<file path="src/rtl/i2c_cmd_seq_pkg.sv">
// Shared types for the I2C command sequencer: command/response words and FSM state encoding.
// Pure declarations, no logic.
package i2c_pkg;

    typedef struct packed {
        logic [6:0] addr;
        logic       rw;
        logic [7:0] data;
    } cmd_t;

    typedef struct packed {
        logic [7:0] data;
        logic [1:0] err;
    } rsp_t;

    typedef enum logic [1:0] {IDLE, LAUNCH, WAIT, RESP} seq_state_e;

    localparam int ERR_NACK = 0;
    localparam int ERR_TMO  = 1;

endpackage

</file>
<file path="src/rtl/i2c_cmd_seq_fifo.sv">
// Show-ahead synchronous queue; a push is readable the cycle after it lands.
// Backpressure: o_wr_rdy drops when full and only rises after a pop has registered.
module sync_fifo #(
    parameter int WIDTH = 8,
    parameter int DEPTH = 4
) (
    input  logic             i_clk,
    input  logic             i_rst,
    input  logic             i_wr_vld,
    output logic             o_wr_rdy,
    input  logic [WIDTH-1:0] i_wr_dat,
    output logic             o_rd_vld,
    input  logic             i_rd_rdy,
    output logic [WIDTH-1:0] o_rd_dat
);

    localparam int AW = $clog2(DEPTH);

    logic [AW:0]      r_wp;
    logic [AW:0]      r_rp;
    logic [WIDTH-1:0] r_mem [DEPTH];
    logic             w_full;
    logic             w_empty;
    logic             w_push;
    logic             w_pop;

    // Extra wrap bit distinguishes full from empty when the indices match.
    assign w_full   = (r_wp[AW] != r_rp[AW]) && (r_wp[AW-1:0] == r_rp[AW-1:0]);
    assign w_empty  = (r_wp == r_rp);
    assign w_push   = i_wr_vld && !w_full;
    assign w_pop    = i_rd_rdy && !w_empty;
    assign o_wr_rdy = !w_full;
    assign o_rd_vld = !w_empty;
    assign o_rd_dat = r_mem[r_rp[AW-1:0]];

    always_ff @(posedge i_clk or posedge i_rst) begin
        if (i_rst) begin
            r_wp <= '0;
            r_rp <= '0;
        end else begin
            if (w_push) r_wp <= r_wp + 1'b1;
            if (w_pop)  r_rp <= r_rp + 1'b1;
        end
    end

    always_ff @(posedge i_clk) begin
        if (w_push) r_mem[r_wp[AW-1:0]] <= i_wr_dat;
    end

endmodule

</file>
<file path="src/rtl/i2c_cmd_seq.sv">
// Queues single-byte I2C commands, launches them one at a time on i2c_master, returns one response each.
// cmd accept -> m_start in 2 cycles; busy fall -> rsp_valid in 2 cycles; launch stalls while the response queue is full.
import i2c_pkg::*;

module i2c_cmd_seq #(
    parameter int CMD_DEPTH = 4,
    parameter int RSP_DEPTH = 4,
    parameter int TIMEOUT   = 4096
) (
    input  logic       clk,
    input  logic       rst,
    input  logic       cmd_valid,
    output logic       cmd_ready,
    input  logic [6:0] cmd_addr,
    input  logic       cmd_rw,
    input  logic [7:0] cmd_data,
    output logic       rsp_valid,
    input  logic       rsp_ready,
    output logic [7:0] rsp_data,
    output logic [1:0] rsp_err,
    output logic [6:0] m_addr,
    output logic       m_rw,
    output logic [7:0] m_data_w,
    output logic       m_start,
    input  logic [7:0] m_data_out,
    input  logic       m_valid_out,
    input  logic       m_busy,
    input  logic       m_erro_addr,
    output logic       idle
);

    localparam int TW = $clog2(TIMEOUT) + 1;

    localparam logic [1:0] ST_IDLE   = IDLE;
    localparam logic [1:0] ST_LAUNCH = LAUNCH;
    localparam logic [1:0] ST_WAIT   = WAIT;
    localparam logic [1:0] ST_RESP   = RESP;

    logic [1:0]    r_state;
    logic [6:0]    r_addr;
    logic          r_rw;
    logic [7:0]    r_data_w;
    logic          r_start;
    logic [TW-1:0] r_tmo;
    logic [7:0]    r_data;
    logic [1:0]    r_err;

    cmd_t w_cmd_in;
    cmd_t w_cmd_head;
    rsp_t w_rsp_in;
    rsp_t w_rsp_head;
    logic w_cmd_vld;
    logic w_rsp_rdy;
    logic w_launch;
    logic w_rsp_push;
    logic w_capture;
    logic w_tmo_hit;

    assign w_cmd_in   = {cmd_addr, cmd_rw, cmd_data};
    assign w_launch   = (r_state == ST_IDLE) && w_cmd_vld && w_rsp_rdy;
    assign w_rsp_push = (r_state == ST_RESP);
    assign w_tmo_hit  = (r_tmo == TW'(TIMEOUT - 1));
    // A master may strobe in the same cycle it raises busy, before the FSM has reached WAIT.
    assign w_capture  = (r_state == ST_WAIT) || ((r_state == ST_LAUNCH) && m_busy);

    always_comb begin
        w_rsp_in      = '0;
        w_rsp_in.err  = r_err;
        w_rsp_in.data = (r_rw && (r_err == 2'b00)) ? r_data : 8'h00;
    end

    sync_fifo #(.WIDTH($bits(cmd_t)), .DEPTH(CMD_DEPTH)) u_cmd_fifo (
        .i_clk    (clk),
        .i_rst    (rst),
        .i_wr_vld (cmd_valid),
        .o_wr_rdy (cmd_ready),
        .i_wr_dat (w_cmd_in),
        .o_rd_vld (w_cmd_vld),
        .i_rd_rdy (w_launch),
        .o_rd_dat (w_cmd_head)
    );

    sync_fifo #(.WIDTH($bits(rsp_t)), .DEPTH(RSP_DEPTH)) u_rsp_fifo (
        .i_clk    (clk),
        .i_rst    (rst),
        .i_wr_vld (w_rsp_push),
        .o_wr_rdy (w_rsp_rdy),
        .i_wr_dat (w_rsp_in),
        .o_rd_vld (rsp_valid),
        .i_rd_rdy (rsp_ready),
        .o_rd_dat (w_rsp_head)
    );

    assign rsp_data = w_rsp_head.data;
    assign rsp_err  = w_rsp_head.err;
    assign m_addr   = r_addr;
    assign m_rw     = r_rw;
    assign m_data_w = r_data_w;
    assign m_start  = r_start;
    assign idle     = (r_state == ST_IDLE) && !w_cmd_vld && !rsp_valid;

    always_ff @(posedge clk or posedge rst) begin
        if (rst) begin
            r_state  <= ST_IDLE;
            r_addr   <= '0;
            r_rw     <= 1'b0;
            r_data_w <= '0;
            r_start  <= 1'b0;
            r_tmo    <= '0;
            r_data   <= '0;
            r_err    <= '0;
        end else begin
            case (r_state)
                ST_IDLE: begin
                    if (w_launch) begin
                        r_addr   <= w_cmd_head.addr;
                        r_rw     <= w_cmd_head.rw;
                        r_data_w <= w_cmd_head.data;
                        r_start  <= 1'b1;
                        r_tmo    <= '0;
                        r_data   <= '0;
                        r_err    <= '0;
                        r_state  <= ST_LAUNCH;
                    end
                end
                ST_LAUNCH: begin
                    if (m_busy) begin
                        r_start <= 1'b0;
                        r_tmo   <= '0;
                        r_state <= ST_WAIT;
                    end else if (w_tmo_hit) begin
                        r_start        <= 1'b0;
                        r_err[ERR_TMO] <= 1'b1;
                        r_state        <= ST_RESP;
                    end else begin
                        r_tmo <= r_tmo + TW'(1);
                    end
                end
                ST_WAIT: begin
                    if (!m_busy) begin
                        r_state <= ST_RESP;
                    end else if (w_tmo_hit) begin
                        r_err[ERR_TMO] <= 1'b1;
                        r_state        <= ST_RESP;
                    end else begin
                        r_tmo <= r_tmo + TW'(1);
                    end
                end
                default: r_state <= ST_IDLE;
            endcase
            // Last strobe wins; NACK is sticky for the rest of the transaction.
            if (w_capture) begin
                if (m_valid_out) r_data <= m_data_out;
                if (m_erro_addr) r_err[ERR_NACK] <= 1'b1;
            end
        end
    end

endmodule

</file>
<file path="config.mk">
export PLATFORM = sky130hd
export DESIGN_NAME = i2c_cmd_seq
export DESIGN_NICKNAME = d
export VERILOG_FILES = /design/src/rtl/i2c_cmd_seq_pkg.sv /design/src/rtl/i2c_cmd_seq_fifo.sv /design/src/rtl/i2c_cmd_seq.sv
export SDC_FILE = /design/constraint.sdc
export NUM_CORES = 1
export LEC_CHECK = 0
export BUFFER_PORTS_ARGS = -buffer_cell sky130_fd_sc_hd__buf_2
export CAP_MARGIN = 20
export CORE_MARGIN = 10
export CORE_UTILIZATION = 50
export DETAILED_ROUTE_END_ITERATION = 7
export PLACE_DENSITY = 0.67
export SLEW_MARGIN = 25
export SYNTH_ARGS = -nofsm -noshare
export SYNTH_HDL_FRONTEND = slang
export SYNTH_SLANG_ARGS = --single-unit
</file>
<file path="constraint.sdc">
create_clock -name clk -period 3.7 [get_ports clk]
set_input_delay 0.37 -clock clk [delete_from_list [all_inputs] [get_ports clk]]
set_output_delay 0.37 -clock clk [all_outputs]
set_load 0.03 [all_outputs]
</file>
==> run metrics, run 1 <==
status finished clean; Inst Count DP 667; Pwr per Cell Area 888 nW/um^2; cells along the critical path xor2_1 -> nor4_1 -> or4_1 -> or2_1 -> o41ai_1; Post-synth EDFFs 104; Final #Nets 561; Max Root-Sink Buffers 2; total CTS buffers 17; port buffer count 60; routability congestion estimate 0.796; Non-Filler Instances 699; crit-path leading delay family simple AND/OR/NAND/NOR gates; #FFs+latches synth 158; Synth Flop Type edfxtp_1; maxcap violations 0; Routed WL 12600 microns; RSZ-0062 raised after global routing false; die area 18100 sq um; antenna-violating nets left 0; Sink Count 158; most frequent cells after synthesis edfxtp_1 (104), nand2_1 (83), dfrtp_1 (54), mux4_2 (25), o21ai_0 (24); most instantiated library cell after synthesis edfxtp_1; buffers and inverters on the worst path 0; Final min period 2840 ps; Avg Inst Size Synth 14.8 sq um; Final Hold Viols 0; kind of critical path flop to flop; share of layout cells above drive strength 1 24.7%; Peak VDD IR 0.611 mV; cts-stage hold buffer count 0; final setup vio count 0; Cell Area, Synth 6570 sq um; Tightest Pin Transition 963 ps; TNS Setup 0 ps; first-pass GRT wire length 20400 microns; vias 3742; critical-path maximum fanout 18; Clock Power Share 27.4%; Wirelength per Cell 18.1 microns; Total Routing Usage GR 14.5%; Synth top area share 47.5%; CORE AREA 12700 sq um; Slew HR 35.8%; slowest CP cell or4_1; detailed-route vias per instance 5.35; Synth area leaders edfxtp_1 (48%), dfrtp_1 (21%), mux4_2 (8.6%); Internal Power 0.00440 W; Inserted Diodes 0; CTS tree yes; WHS 107 ps; worst path required time 4000 ps; Starting Density 51.6%; sequential cell fraction of total power 37.9%; fin util 60.6%; upper clock frequency limit 352 MHz; Tcrit/Tclk final 76.8%; Static Leak 3.04 nW; Fillers 1034; asr flop ratio synth 34.2%; largest net degree at the start of global routing 37; I/O pin count 61; post-CTS setup buffers 0; Synth warnings 0; Resized Gates After CTS 0; vias in the first global route 3852; Critical Path End Type flop; Worst Skew 7.30 ps; synth unique cells 44; fin. max-slew vios 0; Worst Path Arrival 3150 ps; Clock transition at path regs 60 ps; Area Overhead vs Synth 17.3%; CP peak stage delay 790 ps; Detailed Routing Iterations Pass 1 4; post-synth top area cell edfxtp_1; post-synthesis instance total 445; die span in x 135 microns; Reg area 4470 sq um; drt first-iter violations 289; Net Count, Synth 492; Root Buffer clkbuf_16; Comb power frac 34.7%; Vert. Die Dim 135 microns; clk_lat worst skew 420 ps; worst min path class input port to async pin; detailed placement HPWL 8290 microns; Net Switching 0.00244 W; remaining global-route overflow 0; crit path launch type flop; sequential share of the synthesized area 68.1%; H-tree Lvls 4; multi-input logic area 1990 sq um; initial antenna violation count 0; Net Sw Frac 35.6%; DRC viols 0; row count 41
-- power by group through the flow --
stage	combinational, W	sequential [W]	clock [W]
finish	0.00237	0.00259	0.00187
global placement	0.00238	0.00260	0
CTS	0.00243	0.00260	0.00191
floorplan	0.00164	0.00273	0
global route	0.00264	0.00264	0.00197
detailed placement	0.00242	0.00263	0
-- metrics by stage --
step                instance area, sq um  power, W  setup slack (ps)
detailed placement                  7050   0.00504               885
global route                        7700   0.00726               690
CTS                                 7700   0.00694               856
finish                              7700   0.00684               858
global placement                    7050   0.00498               998
floorplan                           6570   0.00437              1470
-- worst paths after layout --
check	from	slack (ps)	cells past startpoint	to
worst max-delay path	u_rsp_fifo.r_rp[1]	860	5	r_tmo[5]
worst min-delay path	rst	110	2	m_addr[2]
worst max register to register	u_rsp_fifo.r_rp[1]	860	5	r_tmo[5]
worst min register to register	m_addr[0]	470	2	m_addr[0]
max in group asynchronous	rst	2810	3	r_tmo[1]
min in group clk	m_data_out[6]	160	3	r_data[6]
-- per-layer routing --
metal  track usage [%]  vias to the layer above  part of all wire [%]  wire [microns]
li1                  -                     1790                     -               -
met2              22.9                       84                    49            6180
met5                 0                        -                     0               0
met1              18.5                     1857                    45            5710
met3              4.60                       11                   4.6             587
met4              5.08                        0                   1.1             145
-- cells by family (layout without fill, tap and decap cells) --
kind of cell             Yosys count  after routing  share of synthesized area [%]
buffers and inverters             26            108                           1.79
flip-flops                       158            158                           68.1
XOR/XNOR                          14             14                           2.10
multiplexers                      27             27                           9.14
adder cells (fa/ha/maj)           16             16                           3.05
AND/OR/NAND/NOR                  146            146                           10.2
AO/OA/AOI/OAI                     58             58                           5.66
-- flip-flops by register name, indices dropped and copies added, names as in the netlist --
register,cells
m_rw,1
u_rsp_fifo.r_rp,3
u_cmd_fifo.r_rp,3
r_err,2
m_start,1
u_cmd_fifo.r_mem,64
u_rsp_fifo.r_mem,40
r_state,2
r_data,8
u_cmd_fifo.r_wp,3
u_rsp_fifo.r_wp,3
m_addr,7
m_data_w,8
r_tmo,13
-- placed cells by master, fill, tap and decap left out, types with 6 or more instances in the layout --
master     netlist  final
and2_1          19     19
dfrtp_1         54     54
nor2_1          12     12
buf_4            1      6
nand3_1          7      7
a21oi_1          7      7
inv_1           10      9
a31oi_1          6      6
clkbuf_16        0     17
edfxtp_1       104    104
xnor2_1          7      7
o21ai_0         24     24
mux4_2          25     25
ha_1            16     16
buf_2            1     60
nand2_1         83     83
-- final cells by class --
| class | instances | share of cell area (%) |
|---|---|---|
| tap | 172 | 2.79 |
| multi-input combinational | 261 | 25.8 |
| inverter | 10 | 0.487 |
| clock inverter | 15 | 2.83 |
| clock buffer | 17 | 5.52 |
| sequential | 158 | 58.1 |
| timing repair buffer | 66 | 4.48 |
Power figures use the tool's default switching activity.
==> run 2, diff against run 1 <==
- PLACE_DENSITY: 0.67 -> 0.7
- clock period: 3.7 -> 2.6 ns (I/O delays scaled with it)
==> run metrics, run 2 (synthesized netlist as in run 1, its figures left out) <==
status finished with violations; failing checks hold timing; cells along the critical path inv_1 -> ha_1 -> inv_1 -> nor4_1 -> or4_1 -> or2_1 -> o41ai_1; leading cell type in the layout, fill and taps excluded edfxtp_1; Wirelength per Cell 18.3 microns (+1.3%); buffers and inverters on the worst path 2 (+2); row count 41 (unchanged); fin. max-slew vios 0 (unchanged); port buffer count 60 (unchanged); reg-to-reg critical path endpoint r_tmo[5]; Critical Path End Type flop; commonest non-fill, non-tap cells in the layout edfxtp_1 (104), nand2_1 (83), buf_2 (60), dfrtp_1 (54), mux4_2 (25); TNS Setup 0 ps (unchanged); Net Sw Frac 37.0% (+1.4 points); CORE AREA 12700 sq um (unchanged); Detailed Routing Iterations Pass 1 4 (unchanged); Final #Nets 575 (+2.5%); Slew HR 42.6% (+6.8 points); Static Leak 3.06 nW (+0.47%); clk_lat worst skew 420 ps (about the same); Final Hold Viols 13 (+13); Tightest Pin Transition 861 ps (-102 ps); Total Power 0.00940 W (+37%); Total Routing Usage GR 15.2% (+0.68 points); RSZ-0062 raised after global routing false; Final min period 2340 ps (-501 ps); routability congestion estimate 0.809 (+1.5%); upper clock frequency limit 427 MHz (+21%); fin util 60.4% (-0.18 points); Sink Count 158 (unchanged); Inserted Diodes 0 (unchanged); Fillers 1027 (-0.68%); Clock Power Share 23.1% (-4.3 points); final setup vio count 0 (unchanged); share of layout cells above drive strength 1 25.7% (+1.0 points); post-CTS setup buffers 0 (unchanged); die area 18100 sq um (unchanged); H-tree Lvls 4 (unchanged); crit path launch type flop; Internal Power 0.00592 W (+35%); CP startpoint r_state[1]; worst min path class input port to async pin; Comb power frac 38.0% (+3.3 points); detailed-route vias per instance 5.49 (+2.5%); antenna-violating nets left 0 (unchanged); vias in the first global route 4057 (+5.3%); Area Overhead vs Synth 16.9%; r2r startpoint r_state[1]; Root Buffer clkbuf_16; kind of critical path flop to flop; cts-stage hold buffer count 0 (unchanged); Clock transition at path regs 60 ps (about the same); crit-path leading delay family simple AND/OR/NAND/NOR gates; I/O pin count 61 (unchanged); Pwr per Cell Area 1220 nW/um^2 (+38%); largest net degree at the start of global routing 37 (unchanged); Worst Skew 4.54 ps (-2.76 ps); PnR worst setup slack 259 ps (-599 ps); Tcrit/Tclk final 90.0% (+13 points); worst reg2reg setup slack 260 ps (-600 ps); Starting Density 51.6% (unchanged); CP peak stage delay 530 ps (-260 ps); CP dominant cell by count inv_1; WHS -11.7 ps (-119 ps); DRC viols 0 (unchanged); worst path required time 2900 ps (-1100 ps); total CTS buffers 17 (unchanged); initial antenna violation count 2 (+2); Net Switching 0.00348 W (+43%); die span in x 135 microns (unchanged); remaining global-route overflow 0 (unchanged); Vert. Die Dim 135 microns (unchanged); Max Root-Sink Buffers 2 (unchanged); Setup WS pre-CTS 264 ps (-621 ps); flip-flop count of the largest register after layout 64 (unchanged); sequential cell fraction of total power 38.9% (+1.0 points); detailed placement HPWL 8850 microns (+6.7%); Routed WL 13000 microns (+3.3%); FF-to-FF path depth 7 (+2); Resized Gates After CTS 0 (unchanged); critical-path maximum fanout 9 (-9); first-pass GRT wire length 21400 microns (+4.8%); Peak VDD IR 0.574 mV (-6.0%); maxcap violations 0 (unchanged); drt first-iter violations 375 (+30%); vias 3912 (+4.5%); Worst Path Arrival 2650 ps (-500 ps); CTS tree yes; slowest CP cell or4_1
## run 2: per-layer routing
metal	up-vias	global-route usage (%)	wire length, microns
met3	24	5.19	948
met2	100	23.8	6360
li1	1819	-	-
met1	1967	18.8	5510
met5	-	0	9
met4	2	6.47	219
## run 2: final cells by class
| cell class | count | area, sq um | area share, % |
|---|---|---|---|
| clock buffers | 22 | 454 | 5.91 |
| clock inverters | 10 | 67.6 | 0.880 |
| inverters | 10 | 37.5 | 0.489 |
| multi-input cells | 261 | 1980 | 25.8 |
| flip-flops and latches | 158 | 4470 | 58.3 |
| well taps | 172 | 215 | 2.80 |
| repair buffers | 80 | 450 | 5.86 |
## run 2: power by group through the flow
stage	registers [W]	clock network, W	logic [W]
after floorplan	0.00389	0	0.00233
after global placement	0.00367	0	0.00352
after detailed placement	0.00370	0	0.00363
after CTS	0.00366	0.00222	0.00366
final	0.00365	0.00217	0.00357
after global routing	0.00372	0.00233	0.00397
## run 2: how the worst max path moves through the flow
stage	endpoint	slack [ps]	cells past startpoint
2_1_floorplan	r_tmo[5]	370	9
3_3_place_gp	r_tmo[4]	370	7
3_5_place_dp	r_tmo[9]	260	7
4_1_cts	r_tmo[5]	250	7
5_1_grt	r_tmo[4]	60	7
6_report	r_tmo[5]	260	7
## run 2: through the flow
step / area [sq um] / instances
final: 7680 / 713
after global routing: 7680 / 713
after CTS: 7680 / 713
after detailed placement: 7160 / 681
after global placement: 7160 / 681
after floorplan: 6570 / 445
==> run 3, diff against run 2 <==
- ABC_AREA: default -> 1
- PLACE_DENSITY: 0.7 -> 0.69
==> run metrics, run 3 <==
Setup WS pre-CTS 537 ps (+272 ps); r2r startpoint r_state[1]; Tightest Pin Transition 990 ps (+129 ps); Synth Flop Type edfxtp_1; final setup vio count 0 (unchanged); Net Count, Synth 710 (+44%); leading cell type in the layout, fill and taps excluded nand2_1; slowest CP cell dfrtp_1; CP peak stage delay 390 ps (-140 ps); fin. max-slew vios 0 (unchanged); Post-synth EDFFs 104 (unchanged); initial antenna violation count 0 (-2); cts-stage hold buffer count 0 (unchanged); die area 18900 sq um (+4.5%); vias in the first global route 4737 (+17%); largest net degree at the start of global routing 55 (+49%); WHS 14.6 ps (+26.3 ps); GRT met1 Usage 20.4% (+1.6 points); clk_lat worst skew 420 ps (about the same); Inserted Diodes 0 (unchanged); M2 GR Usage 25.9% (+2.1 points); kind of critical path flop to primary output; Worst Path Arrival 2030 ps (-620 ps); Detailed Routing Iterations Pass 1 6 (+2); Routed WL 14700 microns (+13%); die span in x 138 microns (+2.2%); upper clock frequency limit 437 MHz (+2.4%); total CTS buffers 17 (unchanged); #FFs+latches synth 158 (unchanged); Synth warnings 0 (unchanged); Peak VDD IR 0.744 mV (+30%); Final #Nets 775 (+35%); first-pass GRT wire length 23700 microns (+11%); maxcap violations 0 (unchanged); Sink Count 158 (unchanged); TNS Setup 0 ps (unchanged); routability congestion estimate 0.855 (+5.7%); commonest non-fill, non-tap cells in the layout nand2_1 (137), edfxtp_1 (104), nor2_1 (89), o21ai_0 (67), buf_2 (60); share of layout cells above drive strength 1 15.5% (-10 points); critical-path maximum fanout 22 (+13); detailed placement HPWL 9490 microns (+7.3%); sequential share of the synthesized area 64.7% (-3.4 points); status finished clean; I/O pin count 61 (unchanged); Final Hold Viols 0 (-13); Cell Area, Synth 6920 sq um (+5.3%); Total Power 0.0100 W (+6.7%); worst path required time 2340 ps (-560 ps); H-tree Lvls 4 (unchanged); port buffer count 60 (unchanged); Vert. Die Dim 138 microns (+2.2%); Avg Inst Size Synth 10.4 sq um (-29%); remaining global-route overflow 0 (unchanged); crit path launch type flop; Resized Gates After CTS 0 (unchanged); cells along the critical path inv_2 -> nand2_1 -> nand2_1 -> nand3b_1 -> nor3b_1 -> buf_2; DRC viols 0 (unchanged); Final min period 2290 ps (-55.1 ps); Tcrit/Tclk final 87.9% (-2.1 points); row count 42 (+2.4%); Root Buffer clkbuf_16; busiest grt layer met2; detailed-route vias per instance 5.32 (-3.1%); CP startpoint u_rsp_fifo.r_rp[0]; Synth top area share 45.2% (-2.4 points); antenna-violating nets left 0 (unchanged); PnR worst setup slack 314 ps (+55.1 ps); asr flop ratio synth 34.2% (unchanged); Synth area leaders edfxtp_1 (45%), dfrtp_1 (20%), nand2_1 (7.4%); Total Routing Usage GR 16.1% (+0.91 points); RSZ-0062 raised after global routing false; drt first-iter violations 403 (+7.5%); Max Root-Sink Buffers 2 (unchanged); most frequent cells after synthesis nand2_1 (137), edfxtp_1 (104), nor2_1 (89), o21ai_0 (67), inv_1 (58); CTS tree yes; Slew HR 33.9% (-8.6 points); Critical Path End Type primary output; grt met3 use 5.06% (-0.13 points); vias 4874 (+25%); post-synth top area cell edfxtp_1; CORE AREA 13400 sq um (+5.3%); Worst Skew 11.4 ps (+6.85 ps); most instantiated library cell after synthesis nand2_1; CP dominant cell by count nand2_1; post-CTS setup buffers 0 (unchanged); Clock transition at path regs 60 ps (about the same); Starting Density 51.6% (about the same); flip-flop count of the largest register after layout 64 (unchanged); synth unique cells 29 (-34%); Area Overhead vs Synth 15.3%; Pwr per Cell Area 1260 nW/um^2 (+2.7%); post-synthesis instance total 663 (+49%); Wirelength per Cell 16.0 microns (-12%); Static Leak 3.42 nW (+12%); worst min path class input port to async pin
[run 3: cell types whose count changed after synthesis, moves of 25 or more]
cell / before / now
inv_1: 10 / 58
mux4_2: 25 / 0
nand2_1: 83 / 137
nand3_1: 7 / 37
nor2_1: 12 / 89
o21ai_0: 24 / 67
o22ai_1: 0 / 28
[run 3: power by group]
part,internal [W],leakage (nW),total (W),switching (W)
logic,0.00114,1.49,0.00392,0.00278
clock network,0.00144,0.289,0.00242,0.000978
registers,0.00338,1.64,0.00369,0.000306
[run 3: cell families after synthesis]
| group | count (synthesis) | share of synthesized area, % |
|---|---|---|
| AND/OR/NAND/NOR | 276 | 16.3 |
| flip-flops | 158 | 64.7 |
| AO/OA/AOI/OAI | 108 | 8.59 |
| buffers and inverters | 89 | 5.50 |
| XOR/XNOR | 16 | 2.03 |
| adder cells (fa/ha/maj) | 16 | 2.89 |
[run 3: path summary, 6_finish.rpt]
kind,endpoint,slack (ps),depth (start not counted)
min reg2reg,r_tmo[12],470,2
max in group asynchronous,r_data[6],2090,3
min,r_tmo[0],10,3
max,idle,310,6
min in group clk,u_cmd_fifo.r_mem[0][2],50,1
max reg2reg,u_cmd_fifo.r_rp[2],510,7
[run 3: final cells by class]
cell class / instances / area, sq um
repair buffers: 75 / 413
multi-input cells: 416 / 2060
inverters: 60 / 225
clock buffers: 19 / 443
well taps: 176 / 220
flip-flops and latches: 158 / 4470
clock inverters: 13 / 140
fillers: 1136 / 5420
[run 3: worst max-delay path: cells and delay by family, from the launching register on]
| kind | cells | cell delay [ps] |
|---|---|---|
| buf+inv | 2 | 550 |
| flops | 1 | 390 |
| simple gates | 4 | 670 |
[run 3: layer usage]
metal  vias up  share of wire, %
li1       2353                 -
met1      2381                44
met2       134                49
met3         6               5.6
met4         0              0.51
met5         -                 0
[run 3: through the flow]
stage | area [sq um] | cells | util [%]
finish | 7980 | 917 | 59.5
global route | 7980 | 917 | 59.5
CTS | 7980 | 917 | 59.5
detailed placement | 7390 | 885 | 55.2
global placement | 7390 | 885 | 55.2
floorplan | 6920 | 663 | -
